`src/rtl/argmax_scanner.sv`:
```
// argmax_scanner: multi-lane sequential arg-max with optional top-2 margin (macro ARGMAX_TOP2_MARGIN_EN)
module argmax_scanner #(
  parameter int NUM_CLASSES = 10,
  parameter int DATA_WIDTH  = 16,
  parameter int LANES       = 2,
  parameter int SIGNED_MODE = 1,
  localparam int INDEX_WIDTH = (NUM_CLASSES > 1) ? $clog2(NUM_CLASSES) : 1
) (
  input  logic                              clk,
  input  logic                              reset,
  input  logic [NUM_CLASSES*DATA_WIDTH-1:0] inData,
  input  logic                              inValid,
  output logic                              inReady,
  output logic [INDEX_WIDTH-1:0]            outIndex,
  output logic [DATA_WIDTH-1:0]             outValue,
  output logic [DATA_WIDTH-1:0]             outMargin,
  output logic                              outValid,
  input  logic                              outReady
);
  localparam int GROUPS = (NUM_CLASSES + LANES - 1) / LANES;
  localparam int PAD_W  = GROUPS * LANES * DATA_WIDTH;
  localparam int PTR_W  = $clog2(GROUPS * LANES + 1);

  typedef enum logic [1:0] {IDLE, SCAN, DONE} state_t;

  state_t                  r_state, w_next;
  logic [PAD_W-1:0]        r_data;
  logic [PTR_W-1:0]        r_ptr;
  logic                    r_has, w_has;
  logic [DATA_WIDTH-1:0]   r_best, w_best, w_elem, w_margin;
  logic [INDEX_WIDTH-1:0]  r_bidx, w_bidx;
  logic [INDEX_WIDTH-1:0]  r_index;
  logic [DATA_WIDTH-1:0]   r_value, r_margin;
  logic                    w_last;
`ifdef ARGMAX_TOP2_MARGIN_EN
  logic                    r_has2, w_has2;
  logic [DATA_WIDTH-1:0]   r_second, w_second;
`endif

  function automatic logic gt(input logic [DATA_WIDTH-1:0] a, input logic [DATA_WIDTH-1:0] b);
    return (SIGNED_MODE != 0) ? ($signed(a) > $signed(b)) : (a > b);
  endfunction

`ifdef ARGMAX_TOP2_MARGIN_EN
  function automatic logic [DATA_WIDTH:0] ext(input logic [DATA_WIDTH-1:0] v);
    return {(SIGNED_MODE != 0) & v[DATA_WIDTH-1], v};
  endfunction
`endif

  assign w_last    = int'(r_ptr) + LANES >= NUM_CLASSES;
  assign outIndex  = r_index;
  assign outValue  = r_value;
  assign outMargin = r_margin;

  // State register
  always_ff @(posedge clk or negedge reset)
    if (!reset) r_state <= IDLE;
    else r_state <= w_next;

  // Next state and handshake outputs
  always_comb begin
    w_next = r_state;
    inReady = 1'b0;
    outValid = 1'b0;
    case (r_state)
      IDLE: begin
        inReady = reset;
        w_next = inValid ? SCAN : IDLE;
      end
      SCAN: w_next = w_last ? DONE : SCAN;
      DONE: begin
        outValid = 1'b1;
        w_next = outReady ? IDLE : DONE;
      end
      default: w_next = IDLE;
    endcase
  end

  // Lane compare chain: lower lane wins ties, strictly-greater replaces best
  always_comb begin
    w_has = r_has;
    w_best = r_best;
    w_bidx = r_bidx;
    w_elem = '0;
`ifdef ARGMAX_TOP2_MARGIN_EN
    w_has2 = r_has2;
    w_second = r_second;
`endif
    for (int l = 0; l < LANES; l++) begin
      w_elem = r_data[l*DATA_WIDTH +: DATA_WIDTH];
      if (int'(r_ptr) + l < NUM_CLASSES) begin
        if (!w_has || gt(w_elem, w_best)) begin
`ifdef ARGMAX_TOP2_MARGIN_EN
          w_second = w_best;
          w_has2 = w_has;
`endif
          w_best = w_elem;
          w_bidx = INDEX_WIDTH'(int'(r_ptr) + l);
          w_has = 1'b1;
        end
`ifdef ARGMAX_TOP2_MARGIN_EN
        else if (!w_has2 || gt(w_elem, w_second)) begin
          w_second = w_elem;
          w_has2 = 1'b1;
        end
`endif
      end
    end
  end

  // Margin between best and runner-up; zero when there is no runner-up
  always_comb begin
`ifdef ARGMAX_TOP2_MARGIN_EN
    w_margin = w_has2 ? DATA_WIDTH'(ext(w_best) - ext(w_second)) : '0;
`else
    w_margin = '0;
`endif
  end

  // Capture vector, advance scan window, latch result on the last group
  always_ff @(posedge clk or negedge reset)
    if (!reset) begin
      r_data <= '0;
      r_ptr <= '0;
      r_has <= 1'b0;
      r_best <= '0;
      r_bidx <= '0;
      r_index <= '0;
      r_value <= '0;
      r_margin <= '0;
`ifdef ARGMAX_TOP2_MARGIN_EN
      r_has2 <= 1'b0;
      r_second <= '0;
`endif
    end else if (r_state == IDLE && inValid) begin
      r_data <= PAD_W'(inData);
      r_ptr <= '0;
      r_has <= 1'b0;
      r_best <= '0;
      r_bidx <= '0;
`ifdef ARGMAX_TOP2_MARGIN_EN
      r_has2 <= 1'b0;
      r_second <= '0;
`endif
    end else if (r_state == SCAN) begin
      r_data <= r_data >> (LANES * DATA_WIDTH);
      r_ptr <= r_ptr + PTR_W'(LANES);
      r_has <= w_has;
      r_best <= w_best;
      r_bidx <= w_bidx;
`ifdef ARGMAX_TOP2_MARGIN_EN
      r_has2 <= w_has2;
      r_second <= w_second;
`endif
      if (w_last) begin
        r_index <= w_bidx;
        r_value <= w_best;
        r_margin <= w_margin;
      end
    end
endmodule

```
`config.mk`:
```
export PLATFORM = sky130hd
export DESIGN_NAME = argmax_scanner
export DESIGN_NICKNAME = d
export VERILOG_FILES = /design/src/rtl/argmax_scanner.sv
export SDC_FILE = /design/constraint.sdc
export NUM_CORES = 1
export LEC_CHECK = 0
export ABC_AREA = 1
export CORE_ASPECT_RATIO = 0.8
export CORE_MARGIN = 5
export CORE_UTILIZATION = 40
export CTS_BUF_LIST = sky130_fd_sc_hd__clkbuf_16
export CTS_CLUSTER_SIZE = 40
export DETAILED_ROUTE_END_ITERATION = 10
export DONT_BUFFER_PORTS = 1
export GPL_TIMING_DRIVEN = 0
export HOLD_SLACK_MARGIN = 0.08
export MAX_ROUTING_LAYER = met4
export PLACE_DENSITY = 0.63
export SETUP_SLACK_MARGIN = 0.2
export SYNTH_ARGS = -nofsm -noshare
export SYNTH_HDL_FRONTEND = slang
export SYNTH_SLANG_ARGS = --single-unit
```
`constraint.sdc`:
```
create_clock -name clk -period 6.6 [get_ports clk]
set_input_delay 1.32 -clock clk [delete_from_list [all_inputs] [get_ports clk]]
set_output_delay 1.32 -clock clk [all_outputs]
set_load 0.05 [all_outputs]
```
==> metrics <==
Yosys reg bits 206; root buf cell clkbuf_16; first-pass GRT wire length 48,240 um; Worst setup SP type register; Layout Nets 1,380; core area 24,500 um^2; PortBufs 0; HP Class register to register; initial antenna violation count 2; worst-path cell chain inv_1 > ha_1 > nand2_2 > nor3_2 > nand2_1 > nand2_1 > nand2_1 > nand2_1 > nand2_2 > nand2_4 > buf_4 > nand3_1 > and2_1 > ha_1 > nand4_1 > nor3_1 > o21ai_1 > nand2_1 > nand2_2 > nand3_1 > buf_2 > nand3_1 > nand3_1 > nand2_1; max_cap viols 0; largest family of logic cells by synthesized area simple AND/OR/NAND/NOR gates; leak pwr 5.407 nW; Inserted Clock Buffers 22; CP Data Arrival Time 4780 ps; die area 28,340 um^2; hold-critical path depth 2; Yosys warnings 0; worst slew pin tran 878.2 ps; syn_area_per_cell 8.768 um^2; Setup TNS Final 0 ps; post-synth cell types 37; Post-CTS Setup Inserts 0; CP dominant cell by count nand2_1; Setup Skew 12.09 ps; H-tree levels 1; sequential share of the synthesized area 0.5144; placed cell count 1,476; Die Height 151.6 um; fmax 0.2286 GHz; grt ovf 0; mapped cell area 10,020 um^2; post-layout min period 4374 ps; Slew Limit Fails 0; post-DP HPWL 23,940 um; Final Cycle Share 0.6627; most frequent cells in the layout 388 x nand2_1, 206 x dfrtp_1, 108 x nand3_1; Rel. slew slack 0.4124; outcome finished clean; post-synthesis mux area share 0; Finish-stage setup viols 0; Worst EP required 7010 ps; Final Instance Area 11,210 um^2; clock buffer depth 3; PD cells 673.8 nW/um^2; hold path endpoint r_data[159]$_DFFE_PN0N_; share of layout cells above drive strength 1 0.09349; Max IR drop VDD 0.3178 mV; RSZ-0062 raised after global routing false; # hold bufs at CTS 0; # resized after CTS 0; Fin. Hold Viols 0; XOR/XNOR share of the synthesized area 0.0008739; # rows 51; GP Congestion 0.9546; FF-to-FF End outValue[15]$_DFFE_PN0P_; Mapped Cells 1,143; IO Pins 202; drt drc 0; Compound-Gate Fraction of Synth Area 0.1131; area grow syn2layout 11.85%; largest net degree at the start of global routing 208; FF-to-FF setup slack 2230 ps; maximum fanout along the worst path 10; Chip Width 187.0 um; CTS Sinks 206; commonest non-fill, non-tap cell in the layout nand2_1; Worst Setup End Kind register; CTS tree built; Initial Util 0.4090; Crit Path Class register to register; all-layer global routing usage 0.2270; insertion delay of the later-clocked pin in the worst-skew pair 520 ps; area post-placement 10,480 um^2; R2R Path Start r_best[15]$_DFFE_PN0N_; initial drt markers 718; Post-Synth Adder-Cell Area 0.04245; Vias/cell 5.398; number of iterations in the first detailed-routing pass 5; CP peak stage delay 440 ps; worst setup path startpoint r_best[15]$_DFFE_PN0N_; Post-Synth Simple-Gate Area 0.2547; WL/cell 20.88 um; WL final 31,690 um; CP max stage cell dfrtp_1; via count 8,194; Layout Cells excl Fill 1,518; Worst-path clk slew 60 ps; vias in the first global route 7,993; Routed Antenna Nets 0; reg2reg path depth 24; hold path startpoint r_data[159]$_DFFE_PN0N_
-- cell families (layout without fill, tap and decap cells) --
group / Yosys count / after routing
simple gates: 579 / 579
xor+xnor: 1 / 1
fa+ha+maj: 34 / 34
other cells: 1 / 18
flops: 206 / 206
buf+inv: 170 / 210
compound gates: 152 / 152
-- flip-flops by register name, summed over array words and instances, names as in the netlist --
register  cells
r_ptr         3
r_has         1
outValue     16
r_data      160
r_best       16
r_state       2
r_bidx        4
outIndex      4
-- critical path, delay by kind of cell, from the launching register on --
kind,cells,cell delay [ps]
flip-flops,1,440
buffers and inverters,3,570
AO/OA/AOI/OAI,1,210
AND/OR/NAND/NOR,18,2360
adder cells (fa/ha/maj),2,640
-- layer usage --
metal / vias to the layer above / global-route usage / share of wire
li1: 3882 / - / -
met1: 3980 / 0.3213 / 0.46
met2: 286 / 0.3313 / 0.43
met3: 46 / 0.05909 / 0.084
met4: 0 / 0.04952 / 0.020
met5: - / - / 0
-- metrics by stage --
stage	total power [W]	hold WS, ps	utilization	setup slack (ps)
2_1_floorplan	0.005134	440.4	-	2814
3_3_place_gp	0.006206	457.0	0.4275	2394
3_5_place_dp	0.006274	463.9	0.4277	2325
4_1_cts	0.007556	476.4	0.4573	2307
5_1_grt	0.008140	481.2	0.4575	1877
6_report	0.007553	474.1	0.4575	2226
-- cell usage after synthesis (all sizes together) --
cell type / instances / area share
xnor2: 1 / 0.00087
a21o: 2 / 0.0015
nand2: 409 / 0.16
a21oi: 16 / 0.0080
nor2: 10 / 0.0040
nand3: 119 / 0.065
buf: 35 / 0.024
a211oi: 1 / 0.00075
ha: 34 / 0.042
inv: 88 / 0.033
a22o: 31 / 0.027
nand3b: 3 / 0.0022
nor3: 2 / 0.0015
o221ai: 20 / 0.017
o211ai: 51 / 0.038
clkbuf: 46 / 0.017
conb: 1 / 0.00037
and2: 15 / 0.0094
clkinv: 1 / 0.00037
dfrtp: 206 / 0.51
o21ai: 12 / 0.0060
o22ai: 1 / 0.00062
o21bai: 1 / 0.00075
o31ai: 2 / 0.0015
nand4: 20 / 0.012
nor3b: 1 / 0.00075
a22oi: 15 / 0.011
-- layout make-up --
type	count	area (um^2)
fill	2438	13290
multi-input combinational	782	4185
tap	318	397.9
buffer	81	409.1
inverter	89	334.1
clock buffer	22	550.5
antenna	2	5.005
clock inverter	18	172.7
sequential	206	5155
-- power breakdown --
group | switching (W) | total, W | internal, W | leakage, nW
Clock | 0.000537 | 0.00126 | 0.000727 | 0.359
Combinational | 0.00255 | 0.00385 | 0.00130 | 2.46
Sequential | 0.000555 | 0.00244 | 0.00188 | 2.59
-- worst max path at each step --
stage	slack [ps]	endpoint
2_1_floorplan	2810	inReady
3_3_place_gp	2390	outValue[8]$_DFFE_PN0P_
3_5_place_dp	2330	outIndex[1]$_DFFE_PN0P_
4_1_cts	2310	outValue[2]$_DFFE_PN0P_
5_1_grt	1880	outIndex[1]$_DFFE_PN0P_
6_report	2230	outValue[15]$_DFFE_PN0P_
Power figures use the tool's default switching activity.
